$ cat src/rtl/uart_cmd_pkg.sv
// Shared types and constants for the UART command-frame controller.
package uart_cmd_pkg;

    typedef enum logic [2:0] {
        IDLE,
        CMD,
        LEN,
        DATA,
        CSUM,
        HOLD
    } state_t;

    localparam logic [7:0] SYNC_BYTE   = 8'hA5;

    localparam logic [2:0] ERR_NONE    = 3'd0;
    localparam logic [2:0] ERR_CSUM    = 3'd1;
    localparam logic [2:0] ERR_LEN     = 3'd2;
    localparam logic [2:0] ERR_TIMEOUT = 3'd3;
    localparam logic [2:0] ERR_OVERRUN = 3'd4;

    // States in which a frame is partially received and the inter-byte timer runs.
    function automatic logic in_frame(input state_t s);
        return (s == CMD) || (s == LEN) || (s == DATA) || (s == CSUM);
    endfunction

endpackage

$ cat src/rtl/uart_rx_timeout.sv
// Inter-byte timeout counter: saturates at TIMEOUT_CYC and flags expiry while enabled.
module uart_rx_timeout #(
    parameter int TIMEOUT_CYC = 52080
) (
    input  logic clk,
    input  logic rst_n,
    input  logic clear,
    input  logic enable,
    output logic expired
);

    localparam int W = $clog2(TIMEOUT_CYC + 1);
    localparam logic [W-1:0] LIMIT = W'(TIMEOUT_CYC);

    logic [W-1:0] count;

    always_ff @(posedge clk or negedge rst_n) begin
        if (!rst_n) begin
            count <= '0;
        end else if (clear) begin
            count <= '0;
        end else if (enable && (count != LIMIT)) begin
            count <= count + W'(1);
        end
    end

    assign expired = enable && (count == LIMIT);

endmodule

$ cat src/rtl/uart_cmd_ctrl.sv
// Assembles UART bytes into SYNC/CMD/LEN/payload/CSUM frames, validates them
// and holds a good frame until the consumer acknowledges it.
module uart_cmd_ctrl
    import uart_cmd_pkg::*;
#(
    parameter  int MAX_LEN     = 16,
    parameter  int TIMEOUT_CYC = 52080,
    localparam int AW          = $clog2(MAX_LEN)
) (
    input  logic          clk,
    input  logic          rst_n,
    input  logic [7:0]    rx_data,
    input  logic          rx_rdy,
    output logic          clr_rdy,
    output logic          frame_vld,
    input  logic          frame_ack,
    output logic [7:0]    cmd,
    output logic [7:0]    len,
    input  logic [AW-1:0] pl_raddr,
    output logic [7:0]    pl_rdata,
    output logic          err_vld,
    output logic [2:0]    err_code
);

    localparam logic [7:0] MAX_LEN_B = 8'(MAX_LEN);

    state_t        state;
    logic [7:0]    sum;
    logic [7:0]    sum_next;
    logic [7:0]    len_m1;
    logic [AW-1:0] idx;
    logic [7:0]    payload [MAX_LEN];
    logic          accept;
    logic          expired;
    logic          wr_en;

    // rx_rdy stays high until our clear lands, so the cycle after an accept is masked.
    assign accept   = rx_rdy && !clr_rdy;
    assign sum_next = sum + rx_data;
    assign len_m1   = len - 8'd1;
    assign wr_en    = accept && !expired && (state == DATA);

    uart_rx_timeout #(
        .TIMEOUT_CYC (TIMEOUT_CYC)
    ) u_timeout (
        .clk     (clk),
        .rst_n   (rst_n),
        .clear   (accept),
        .enable  (in_frame(state)),
        .expired (expired)
    );

    always_ff @(posedge clk or negedge rst_n) begin
        if (!rst_n) begin
            state     <= IDLE;
            clr_rdy   <= 1'b0;
            frame_vld <= 1'b0;
            err_vld   <= 1'b0;
            err_code  <= ERR_NONE;
            cmd       <= 8'd0;
            len       <= 8'd0;
            sum       <= 8'd0;
            idx       <= '0;
        end else begin
            clr_rdy  <= accept;
            err_vld  <= 1'b0;
            err_code <= ERR_NONE;
            // Expiry beats a byte arriving in the same cycle; that byte is cleared and lost.
            if (expired) begin
                err_vld  <= 1'b1;
                err_code <= ERR_TIMEOUT;
                state    <= IDLE;
            end else begin
                case (state)
                    IDLE: begin
                        if (accept && (rx_data == SYNC_BYTE)) begin
                            state <= CMD;
                        end
                    end
                    CMD: begin
                        if (accept) begin
                            cmd   <= rx_data;
                            sum   <= rx_data;
                            state <= LEN;
                        end
                    end
                    LEN: begin
                        if (accept) begin
                            if (rx_data > MAX_LEN_B) begin
                                err_vld  <= 1'b1;
                                err_code <= ERR_LEN;
                                state    <= IDLE;
                            end else begin
                                len   <= rx_data;
                                sum   <= sum_next;
                                idx   <= '0;
                                state <= (rx_data == 8'd0) ? CSUM : DATA;
                            end
                        end
                    end
                    DATA: begin
                        if (accept) begin
                            sum <= sum_next;
                            idx <= idx + AW'(1);
                            if (8'(idx) == len_m1) begin
                                state <= CSUM;
                            end
                        end
                    end
                    CSUM: begin
                        if (accept) begin
                            if (sum_next == 8'd0) begin
                                frame_vld <= 1'b1;
                                state     <= HOLD;
                            end else begin
                                err_vld  <= 1'b1;
                                err_code <= ERR_CSUM;
                                state    <= IDLE;
                            end
                        end
                    end
                    HOLD: begin
                        // An ack releases the frame and lets a same-cycle byte start the next one.
                        if (frame_ack) begin
                            frame_vld <= 1'b0;
                            state     <= (accept && (rx_data == SYNC_BYTE)) ? CMD : IDLE;
                        end else if (accept) begin
                            err_vld  <= 1'b1;
                            err_code <= ERR_OVERRUN;
                        end
                    end
                    default: begin
                        state <= IDLE;
                    end
                endcase
            end
        end
    end

    // Payload storage is deliberately left unreset; only indices below len are meaningful.
    always_ff @(posedge clk) begin
        if (wr_en) begin
            payload[idx] <= rx_data;
        end
    end

    assign pl_rdata = payload[pl_raddr];

endmodule

$ cat config.mk
export PLATFORM = sky130hd
export DESIGN_NAME = uart_cmd_ctrl
export DESIGN_NICKNAME = d
export VERILOG_FILES = /design/src/rtl/uart_cmd_pkg.sv /design/src/rtl/uart_rx_timeout.sv /design/src/rtl/uart_cmd_ctrl.sv
export SDC_FILE = /design/constraint.sdc
export NUM_CORES = 1
export LEC_CHECK = 0
export ABC_AREA = 1
export CORE_MARGIN = 2
export CORE_UTILIZATION = 50
export DETAILED_ROUTE_END_ITERATION = 12
export PLACE_DENSITY_LB_ADDON = 0.08
export SETUP_SLACK_MARGIN = 0.15
export SLEW_MARGIN = 20
export SYNTH_ARGS = -nofsm -noshare
export SYNTH_HDL_FRONTEND = slang
export SYNTH_SLANG_ARGS = --single-unit
$ cat constraint.sdc
create_clock -name clk -period 5.6 [get_ports clk]
set_input_delay 1.12 -clock clk [delete_from_list [all_inputs] [get_ports clk]]
set_output_delay 1.12 -clock clk [all_outputs]
set_load 0.02 [all_outputs]
==> key figures, run 1 <==
Route
  • Residual DRC count: 0
  • Antenna violation net count after detailed routing: 0
  • Detailed-route vias per instance: approximately 5.5
  • Routed len/inst: 17.6 µm
  • Total vias in the final route: 6195
  • Total iterations of the first detailed-routing run: 5
  • Iter 0 DRT Violations: about 490
  • Total wire length: between 15000 and 20000 µm

Yosys
  • Count of mapped cells out of synthesis: 846
  • Number of flops mapped to enable cells by yosys: about 130
  • Post-synth design cell area: about 8600 µm²
  • Post-synthesis sequential area ratio: between 50% and 60%
  • Post-synthesis async set-or-reset flop share: 29.3%
  • Total of warnings raised by yosys: 0
  • Average footprint of a synthesized cell: roughly 10 µm²
  • Distinct cell type count after synthesis: 38
  • Commonest register cell after synthesis: sky130_fd_sc_hd__edfxtp_1
  • Syn Nets: approximately 880
  • Seq cells post-synth: between 150 and 200

STA
  • Min Tclk post-route: 4.37 ns
  • Worst-case headroom to the max-slew limit: roughly two fifths
  • Transition time of the tightest slew-check pin: about 0.9 ns
  • Maximum clock frequency: around 0.23 GHz
  • Total count of hold-check failures in the final report: 0
  • Layout Skew: 0.00965 ns
  • Number of pins exceeding their max-slew limit in the final report: 0
  • Number of setup violations in the final report: 0
  • RSZ-0062 raised after global routing: false
  • Period utilization: 78.0%
  • Final total negative setup slack: 0 ns
  • Worst hold-check slack: slightly below 0.5 ns

Floorplan
  • Die outline area: 18300 µm²
  • DIE WIDTH: roughly 140 µm
  • Row Count: 48
  • Initial Utilization: 50.6%
  • Number of primary I/O pins: 46
  • Area of the core: approximately 17000 µm²
  • Die height: 135 µm

Clock tree
  • Maximum level of the CTS H-tree: 4
  • Reg clk slew, reported paths: approximately 0.07 ns
  • Count of cells resized by post-cts repair: 0
  • CTS tree: built
  • Cell at the root of the clock tree: sky130_fd_sc_hd__clkbuf_16
  • CTS Hold Buffers Added: 0
  • CTS sink cnt: 181
  • Count of buffers added by post-CTS timing repair for setup: 0
  • Clock tree buffer depth: 2
  • Clock latency of the later-clocked register in the worst-skew pair: 0.43 ns
  • Number of buffers created by CTS: 17

Setup path
  • CP dominant cell by count: sky130_fd_sc_hd__clkdlybuf4s50_1
  • Cells along the critical path: clkdlybuf4s50_1 -> inv_1 -> o21ai_0 -> o211ai_1 -> nand2_1 -> clkdlybuf4s50_1
  • Type of element launching the critical path: input port
  • Arrival time of the worst setup path: between 3 and 4 ns
  • Critical-path cell with the highest stage delay: sky130_fd_sc_hd__inv_1
  • Data required time of the critical path: roughly 4.5 ns
  • Largest stage delay on the critical path: roughly 0.60 ns
  • Crit Reg-Reg Startpoint: state[1]
  • Reg2Reg Capture Point: payload[3][0]
  • Kind of capture point of the worst setup path: output pin
  • Number of cell instances on the worst register-to-register path: 8
  • Setup slack, reg-to-reg: between 2 and 3 ns
  • Worst Path Max Fanout: 32
  • Type of the worst setup path: input port to output pin

Pwr
  • Largest voltage drop on the vdd net: between 200 and 250 µV
  • Pleak: around 0.004 µW
  • Cell Pwr Density: between 300 and 400 nW/µm²
  • PnR Total Power: just under 4000 µW

Global routing
  • Routing layer with the top usage in global route: met2
  • Global Route met1 Usage: between 20% and 30%
  • Overall routing resource usage: a little under a quarter
  • Maximum number of pins on one net before global-route repair: 54
  • Via count of the first global-routing pass: slightly below 6000
  • Number of antenna violations at the first check in global routing: 0
  • GRT Residual Overflow: 0
  • Met2 Track Usage GR: approximately 39%
  • First-pass GRT wire length: ~32000 µm
  • M3 GR Usage: just over 4%

Finish
  • Syn-to-layout area delta: 14.9%
  • Number of standard cells in the final layout excluding fillers: 1133
  • Utilization after layout: between 50 and 60%
  • Fraction of final layout cells sized beyond drive strength 1: under 10%
  • Diode insertion count for antenna repair: 0
  • Nets: ~930

Place
  • Routability congestion estimate: 0.928
  • # placed instances: 1101
  • Detail Placement HPWL: between 10000 and 15000 µm
  • Buffers on Ports: between 40 and 50

Worst hold path
  • Instance count along the most critical hold path: 2
  • Hold Path Sink: cmd[1]
  • Start point of the worst min-delay path: cmd[1]
  • Min-Delay Path Class: flip-flop to flip-flop

Outcome
  • Result of the run: completed

Run
  • # Max-Cap Violations: 0
[sequential cells by signal, summed over array words and instances (netlist names)]
name,cells
clr_rdy,1
cmd,8
err_code,3
err_vld,1
frame_vld,1
idx,4
len,8
payload,128
state,3
sum,8
u_timeout.count,16
[worst max-delay path: cells and delay by family]
family	cells	cell delay, ns
AND/OR/NAND/NOR	1	0.10
buffers and inverters	3	1.56
AO/OA/AOI/OAI	2	0.45
[power breakdown]
| group | internal [µW] | switching [µW] | total [µW] | leakage [µW] |
|---|---|---|---|---|
| clock network | 673 | 524 | 1200 | 0.000289 |
| logic | 373 | 674 | 1050 | 0.00190 |
| registers | 1550 | 94.2 | 1650 | 0.00182 |
[per-stage QoR]
stage          setup WS (ns)  instance area [µm²]
6_report                1.23                 9910
5_1_grt                 1.05                 9910
4_1_cts                 1.25                 9910
3_5_place_dp            1.26                 9320
3_3_place_gp            1.34                 9320
2_1_floorplan           2.32                 8630
[cell usage after synthesis, types with 3 or more instances]
cell type / instances / area share, %
sky130_fd_sc_hd__nand2_1: 164 / 7.1
sky130_fd_sc_hd__edfxtp_1: 128 / 45
sky130_fd_sc_hd__inv_1: 95 / 4.1
sky130_fd_sc_hd__nor2_1: 64 / 2.8
sky130_fd_sc_hd__o21ai_0: 59 / 3.4
sky130_fd_sc_hd__a21oi_1: 53 / 3.1
sky130_fd_sc_hd__dfrtp_1: 53 / 15
sky130_fd_sc_hd__nand3_1: 43 / 2.5
sky130_fd_sc_hd__mux2i_1: 32 / 3.7
sky130_fd_sc_hd__o211ai_1: 32 / 2.8
sky130_fd_sc_hd__ha_1: 14 / 2.0
sky130_fd_sc_hd__clkbuf_1: 13 / 0.57
sky130_fd_sc_hd__nand4_1: 11 / 0.80
sky130_fd_sc_hd__nor3_1: 10 / 0.58
sky130_fd_sc_hd__o21ai_1: 9 / 0.52
sky130_fd_sc_hd__buf_2: 8 / 0.46
sky130_fd_sc_hd__xor2_1: 8 / 0.81
sky130_fd_sc_hd__inv_2: 6 / 0.26
sky130_fd_sc_hd__buf_4: 4 / 0.35
sky130_fd_sc_hd__nand2_2: 4 / 0.29
sky130_fd_sc_hd__nor2_4: 4 / 0.52
sky130_fd_sc_hd__a31oi_1: 3 / 0.22
sky130_fd_sc_hd__nand3_2: 3 / 0.35
sky130_fd_sc_hd__nor2_2: 3 / 0.22
sky130_fd_sc_hd__nor3_2: 3 / 0.35
sky130_fd_sc_hd__nor4_1: 3 / 0.22
[per-layer routing]
layer	vias to the layer above	share of wire (%)
met5	-	0
met4	0	1.8
met1	2967	44
li1	3003	-
met2	198	49
met3	27	4.6
[how the worst max path moves through the flow]
stage / from / end / slack (ns) / cells past startpoint
2_1_floorplan: pl_raddr[0] / pl_rdata[1] / 2.32 / 8
3_3_place_gp: pl_raddr[1] / pl_rdata[1] / 1.34 / 6
3_5_place_dp: pl_raddr[1] / pl_rdata[0] / 1.26 / 6
4_1_cts: pl_raddr[1] / pl_rdata[0] / 1.25 / 6
5_1_grt: pl_raddr[1] / pl_rdata[0] / 1.05 / 6
6_report: pl_raddr[1] / pl_rdata[1] / 1.23 / 6
[area by class of cell]
cell class,instances,area [µm²]
Tap cell,225,282
Clock inverter,14,164
Fill cell,1442,7150
Timing Repair Buffer,58,553
Multi-Input combinational cell,535,2930
Clock buffer,18,429
Inverter,102,385
Sequential cell,181,5170
[placed cells by master, fill, tap and decap left out, drive strengths merged, types with 43 or more instances in the layout]
cell and n:
dfrtp 53, nand3 46, edfxtp 128, o21ai 69, clkdlybuf4s50 43, inv 111
nand2 170, nor2 71, a21oi 53
[cell families after synthesis]
group / after synthesis / share of synthesized area (%)
AO/OA/AOI/OAI: 160 / 10.4
XOR/XNOR: 10 / 1.02
adder cells (fa/ha/maj): 15 / 2.26
buffers and inverters: 130 / 6.15
flip-flops: 181 / 59.9
multiplexers: 32 / 3.71
AND/OR/NAND/NOR: 318 / 16.6
No activity file was read; power rests on OpenSTA's default activity.
==> run 2, diff against run 1 <==
==> constraint.sdc (replaced) <==
create_clock -name clk -period 3.84 [get_ports clk]
set_input_delay 0.768 -clock clk [delete_from_list [all_inputs] [get_ports clk]]
set_output_delay 0.768 -clock clk [all_outputs]
set_load 0.02 [all_outputs]
==> run 2 against run 1 <==
Compared with the run above:
- sequential cell count stayed put
- via count increased by 2.4%
- design area up 1.4%
- register-to-register slack lost 1.4 ns
- total power rose by 45%
- largest power group unchanged
- clock skew rose by 0.0021 ns
- first-iteration DRC count shrank 7.2%
- sequential power increased by 45%
- routed wire length increased by 1.5%
- critical path depth increased by 1
- count of clock-buffer cells in the layout increased by 1
==> key figures, run 2 (synthesis gave the netlist of run 1 again) <==
Floorplan
  • Area of the core: 17100 µm² (unchanged)
  • Die height: 135 µm (unchanged)
  • DIE WIDTH: 135 µm (unchanged)
  • Row Count: 48 (unchanged)
  • Number of primary I/O pins: 46 (unchanged)
  • Initial Utilization: 50.6% (unchanged)
  • Die outline area: 18300 µm² (unchanged)

STA
  • Number of pins exceeding their max-slew limit in the final report: 0 (unchanged)
  • Total count of hold-check failures in the final report: 0 (unchanged)
  • Worst hold-check slack: 0.282 ns (-0.199 ns)
  • Final total negative setup slack: 0 ns (unchanged)
  • Min Tclk post-route: roughly 3.6 ns
  • Worst-case headroom to the max-slew limit: 42.5% (+3.8 points)
  • Maximum clock frequency: 0.280 GHz
  • Number of setup violations in the final report: 0 (unchanged)
  • Period utilization: 92.9%
  • Layout Skew: 0.0118 ns (+0.00215 ns)
  • RSZ-0062 raised after global routing: false
  • Transition time of the tightest slew-check pin: 0.859 ns (-0.0568 ns)

Route
  • Iter 0 DRT Violations: 452 (-7.2%)
  • Total vias in the final route: 6345 (+2.4%)
  • Detailed-route vias per instance: 5.49 (+0.47%)
  • Routed len/inst: 17.5 µm (-0.43%)
  • Antenna violation net count after detailed routing: 0 (unchanged)
  • Total wire length: 20300 µm (+1.5%)
  • Total iterations of the first detailed-routing run: 8 (+3)
  • Residual DRC count: 0 (unchanged)

Global routing
  • Via count of the first global-routing pass: 6210 (+5.0%)
  • GRT Residual Overflow: 0 (unchanged)
  • Number of antenna violations at the first check in global routing: 0 (unchanged)
  • Maximum number of pins on one net before global-route repair: 36 (-33%)
  • First-pass GRT wire length: 32700 µm (+3.3%)
  • Overall routing resource usage: 23.4% (+0.56 points)

Run
  • # Max-Cap Violations: 0 (unchanged)

Setup path
  • Type of element launching the critical path: input port
  • Worst Path Max Fanout: 19 (-41%)
  • Kind of capture point of the worst setup path: output pin
  • Data required time of the critical path: 3.07 ns (-1.41 ns)
  • Arrival time of the worst setup path: 2.80 ns (-0.45 ns)
  • Type of the worst setup path: input port to output pin

Finish
  • Largest register FFs: 128 (unchanged)
  • Commonest cells after routing, fill and taps aside: 164 x sky130_fd_sc_hd__nand2_1, 128 x sky130_fd_sc_hd__edfxtp_1, 94 x sky130_fd_sc_hd__inv_1
  • Commonest non-fill, non-tap cell in the layout: sky130_fd_sc_hd__nand2_1
  • Nets: 948 (+2.4%)
  • Fill cells: 1417 (-1.7%)
  • Diode insertion count for antenna repair: 0 (unchanged)
  • Fraction of final layout cells sized beyond drive strength 1: 10.3% (+2.2 points)
  • Syn-to-layout area delta: 16.5%
  • Registers with the most flip-flops: payload: 128 flops, u_timeout.count: 16 flops
  • Register with the most flip-flops: payload

Clock tree
  • CTS sink cnt: 181 (unchanged)
  • Reg clk slew, reported paths: 0.07 ns (about the same)
  • Number of buffers created by CTS: 17 (unchanged)
  • Clock latency of the later-clocked register in the worst-skew pair: 0.43 ns (about the same)
  • CTS tree: built
  • CTS Hold Buffers Added: 0 (unchanged)
  • Cell at the root of the clock tree: sky130_fd_sc_hd__clkbuf_16
  • Clock tree buffer depth: 2 (unchanged)
  • Maximum level of the CTS H-tree: 4 (unchanged)

Pwr
  • Share of total power consumed by net switching: 33.6% (+0.43 points)
  • Net switching component of the power: 1890 µW (+47%)
  • Pleak: 0.00410 µW (+2.4%)
  • Clock share of power: 30.0% (-0.8 points)
  • Cell Pwr Density: 560 nW/µm² (+43%)
  • Comb pwr share: 27.4% (+0.5 points)
  • Int Pwr: 3740 µW (+44%)
  • Largest voltage drop on the vdd net: 394 µV (+66%)
  • Sequential share of power: 42.6% (+0.3 points)

Place
  • Routability congestion estimate: 0.941 (+1.4%)
  • Detail Placement HPWL: 14200 µm (+3.7%)
  • Buffers on Ports: 45 (unchanged)

Worst hold path
  • Min-Delay Path Class: input port to asynchronous set/reset pin

Outcome
  • Result of the run: completed
-- run 2: path summary, 6_finish.rpt --
kind | slack (ns) | start | end | depth (start not counted)
worst max-delay path | 0.27 | pl_raddr[1] | pl_rdata[5] | 7
min in group clk | 0.48 | cmd[1] | cmd[1] | 2
worst max register to register | 1.31 | u_timeout.count[0] | payload[12][5] | 9
worst min register to register | 0.48 | cmd[1] | cmd[1] | 2
worst min-delay path | 0.28 | rst_n | u_timeout.count[4] | 1
max in group asynchronous | 2.75 | rst_n | sum[6] | 2
-- run 2: final cells by class --
class	instances	area, µm²	share of cell area [%]
Timing Repair Buffer	80	719	7.16
Clock buffer	19	433	4.31
Multi-Input combinational cell	535	2930	29.1
Inverter	102	389	3.87
Tap cell	225	282	2.80
Clock inverter	13	131	1.31
Sequential cell	181	5170	51.4
-- run 2: critical path: stages --
cell	delay, ns
sky130_fd_sc_hd__clkdlybuf4s50_1	0.55
sky130_fd_sc_hd__clkinvlp_4	0.21
sky130_fd_sc_hd__buf_4	0.24
sky130_fd_sc_hd__o211ai_1	0.21
sky130_fd_sc_hd__o211ai_1	0.13
sky130_fd_sc_hd__nand2_1	0.09
sky130_fd_sc_hd__clkdlybuf4s50_1	0.60
-- run 2: power groups by stage --
stage / sequential (µW) / combinational [µW] / clock (µW)
4_1_cts: 2400 / 1540 / 1710
2_1_floorplan: 2490 / 995 / 0
3_3_place_gp: 2430 / 1490 / 0
3_5_place_dp: 2440 / 1530 / 0
5_1_grt: 2420 / 1730 / 1800
6_report: 2400 / 1540 / 1690
-- run 2: per-stage QoR --
step	utilization, %	setup WS, ns	instances	total power (µW)	area, µm²
6_report	58.9	0.273	1155	5630	10100
5_1_grt	58.9	0.151	1155	5960	10100
4_1_cts	58.6	0.271	1149	5650	10000
3_5_place_dp	55.3	0.283	1117	3970	9440
3_3_place_gp	55.3	0.377	1117	3920	9440
2_1_floorplan	-	1.27	846	3490	8630
-- run 2: what timing repair did --
item | CTS | global route
buffers inserted | 0 | 6
resized for setup | 0 | 2
endpoints found under the hold margin | 0 | 0
setup endpoints to repair | 0 | 1
-- run 2: per-layer routing --
layer / vias up / GRT usage [%] / share of wire [%]
met5: - / 0 / 0
met4: 0 / 11.1 / 3.2
met3: 45 / 3.63 / 3.8
met2: 175 / 39.7 / 50
met1: 3079 / 29.7 / 43
li1: 3046 / - / -
==> run 3, diff against run 2 <==
--- a/config.mk
+++ b/config.mk
@@ -8,8 +8,9 @@
 export ABC_AREA = 1
 export CORE_MARGIN = 2
 export CORE_UTILIZATION = 50
+export CTS_CLUSTER_DIAMETER = 50
 export DETAILED_ROUTE_END_ITERATION = 12
-export PLACE_DENSITY_LB_ADDON = 0.08
+export PLACE_DENSITY_LB_ADDON = 0.25
 export SETUP_SLACK_MARGIN = 0.15
 export SLEW_MARGIN = 20
 export SYNTH_ARGS = -nofsm -noshare
==> run 3 against run 2 <==
Compared with the run above:
- routed wire length fell by 2.5%
- critical path depth did not move
- count of clock-buffer cells in the layout fell by 1
- global-route usage fell by 0.70 points
- sequential share of layout area barely moved
- cell count fell by 0.69%
- setup slack improved by 0.15 ns
- total power rose by 1.4%
- register-to-register slack improved by 0.08 ns
- die area did not move
==> key figures, run 3 (synthesis gave the netlist of run 1 again) <==
Finish
  • Area taken by flip-flops and latches: 5170 µm² (unchanged)
  • Fill cells: 1435 (+1.3%)
  • Register with the most flip-flops: payload
  • Syn-to-layout area delta: 16.4% (about the same)
  • Final Cell Area: 10000 µm² (about the same)
  • Commonest non-fill, non-tap cell in the layout: sky130_fd_sc_hd__nand2_1
  • Largest register FFs: 128 (unchanged)
  • Nets: 940 (-0.84%)
  • Fraction of final layout cells sized beyond drive strength 1: 9.54% (-0.78 points)
  • Commonest cells after routing, fill and taps aside: 164 x sky130_fd_sc_hd__nand2_1, 128 x sky130_fd_sc_hd__edfxtp_1, 95 x sky130_fd_sc_hd__inv_1
  • Diode insertion count for antenna repair: 0 (unchanged)
  • Multi-input logic area: 2930 µm² (unchanged)
  • Registers with the most flip-flops: payload: 128 flops, u_timeout.count: 16 flops

STA
  • Layout Skew: 0.00902 ns (-0.00278 ns)
  • Worst hold-check slack: 0.481 ns (+0.199 ns)
  • Min Tclk post-route: 3.42 ns (-0.146 ns)
  • Transition time of the tightest slew-check pin: 0.976 ns (+0.117 ns)
  • Number of pins exceeding their max-slew limit in the final report: 0 (unchanged)
  • Final total negative setup slack: 0 ns (unchanged)
  • Period utilization: 89.1% (-3.8 points)
  • Setup slack of the critical path after layout: 0.419 ns (+0.146 ns)
  • Worst-case headroom to the max-slew limit: 34.9% (-7.6 points)
  • RSZ-0062 raised after global routing: false
  • Total count of hold-check failures in the final report: 0 (unchanged)
  • Number of setup violations in the final report: 0 (unchanged)
  • Maximum clock frequency: 0.292 GHz (+4.3%)

Route
  • Total wire length: 19800 µm (-2.5%)
  • Total vias in the final route: 6245 (-1.6%)
  • Routed len/inst: 17.2 µm (-1.8%)
  • Iter 0 DRT Violations: 670 (+48%)
  • Antenna violation net count after detailed routing: 0 (unchanged)
  • Residual DRC count: 0 (unchanged)
  • Detailed-route vias per instance: 5.44 (-0.89%)
  • Total iterations of the first detailed-routing run: 5 (-3)

Global routing
  • Number of antenna violations at the first check in global routing: 0 (unchanged)
  • Via count of the first global-routing pass: 5629 (-9.4%)
  • GRT Residual Overflow: 0 (unchanged)
  • First-pass GRT wire length: 31200 µm (-4.5%)
  • Overall routing resource usage: 22.7% (-0.70 points)
  • Maximum number of pins on one net before global-route repair: 46 (+28%)

Worst hold path
  • Hold Path Sink: frame_vld
  • Min-Delay Path Class: flip-flop to flip-flop
  • Start point of the worst min-delay path: frame_vld
  • Instance count along the most critical hold path: 2

Floorplan
  • Initial Utilization: 50.6% (unchanged)
  • Number of primary I/O pins: 46 (unchanged)
  • Die height: 135 µm (unchanged)
  • DIE WIDTH: 135 µm (unchanged)
  • Area of the core: 17100 µm² (unchanged)
  • Row Count: 48 (unchanged)
  • Die outline area: 18300 µm² (unchanged)

Run
  • # Max-Cap Violations: 0 (unchanged)

Setup path
  • Critical-path cell with the highest stage delay: sky130_fd_sc_hd__clkdlybuf4s50_1
  • Launch point of the worst path: pl_raddr[1]
  • Kind of capture point of the worst setup path: output pin
  • Crit Reg-Reg Startpoint: u_timeout.count[0]
  • Data required time of the critical path: 3.07 ns (about the same)
  • Worst Path Max Fanout: 32 (+13)
  • Arrival time of the worst setup path: 2.65 ns (-0.15 ns)
  • Number of cell instances on the worst register-to-register path: 9 (unchanged)
  • Reg2Reg Capture Point: payload[1][1]
  • CP dominant cell by count: sky130_fd_sc_hd__clkdlybuf4s50_1
  • Type of the worst setup path: input port to output pin
  • Largest stage delay on the critical path: 0.61 ns (about the same)
  • Count of buffer and inverter cells on the critical path: 4 (unchanged)
  • Setup slack, reg-to-reg: 1.39 ns (+0.08 ns)
  • Cells along the critical path: clkdlybuf4s50_1 -> inv_1 -> buf_12 -> o21ai_0 -> o211ai_1 -> nand2_1 -> clkdlybuf4s50_1
  • Cell type group with the largest total delay on the critical path: buffers and inverters
  • Type of element launching the critical path: input port

Place
  • Routability congestion estimate: 0.861 (-8.5%)
  • Detail Placement HPWL: 13400 µm (-5.3%)
  • Area after DPL: 9450 µm² (+0.11%)
  • Buffers on Ports: 45 (unchanged)
  • Worst slack, placed: 0.415 ns (+0.132 ns)

Clock tree
  • Number of buffers created by CTS: 17 (unchanged)
  • Maximum level of the CTS H-tree: 4 (unchanged)
  • Cell at the root of the clock tree: sky130_fd_sc_hd__clkbuf_16
  • CTS tree: built
  • CTS Hold Buffers Added: 0 (unchanged)
  • Clock latency of the later-clocked register in the worst-skew pair: 0.43 ns (about the same)
  • CTS sink cnt: 181 (unchanged)
  • Clock tree buffer depth: 2 (unchanged)
  • Reg clk slew, reported paths: 0.07 ns (about the same)
  • Count of cells resized by post-cts repair: 0 (unchanged)
  • Count of buffers added by post-CTS timing repair for setup: 0 (unchanged)

Pwr
  • Largest voltage drop on the vdd net: 358 µV (-9.1%)
  • Cell Pwr Density: 568 nW/µm² (+1.5%)
  • Pleak: 0.00409 µW (-0.36%)

Outcome
  • Result of the run: completed
-- run 3: worst max-delay path by stage --
stage / endpoint / slack, ns / cells past startpoint
finish: pl_rdata[0] / 0.42 / 7
detailed placement: pl_rdata[3] / 0.42 / 8
floorplan: pl_rdata[1] / 1.27 / 8
global placement: pl_rdata[3] / 0.43 / 8
global route: pl_rdata[3] / 0.26 / 8
CTS: pl_rdata[0] / 0.42 / 7
-- run 3: routing by layer --
metal | vias up | global-route usage [%] | routed length, µm
met5 | - | 0 | 0
met4 | 0 | 5.56 | 242
met3 | 21 | 5.13 | 1600
met2 | 245 | 34.0 | 8850
met1 | 2942 | 34.1 | 9070
li1 | 3037 | - | -
-- run 3: worst min-delay path, cell delays in order, from the launching register on --
cell and delay, ns:
sky130_fd_sc_hd__dfrtp_1 0.35, sky130_fd_sc_hd__nand2_1 0.05, sky130_fd_sc_hd__nand2_1 0.05
-- run 3: layout make-up --
cell class / count / area share (%)
tap: 225 / 2.80
clock buffer: 18 / 4.27
inverter: 102 / 3.84
sequential: 181 / 51.5
timing repair buffer: 72 / 6.80
clock inverter: 14 / 1.69
multi-input combinational: 535 / 29.1
-- run 3: metrics by stage --
step / utilization, % / total power (µW) / std cells
after CTS: 58.9 / 5730 / 1147
after global routing: 58.9 / 6030 / 1147
final: 58.9 / 5710 / 1147
after floorplan: - / 3490 / 846
after global placement: 55.4 / 3960 / 1115
after detailed placement: 55.4 / 3980 / 1115
-- run 3: power by group --
part | switching (µW) | internal [µW] | leakage [µW]
Combinational | 982 | 557 | 0.00198
Clock | 774 | 980 | 0.000286
Sequential | 155 | 2260 | 0.00182
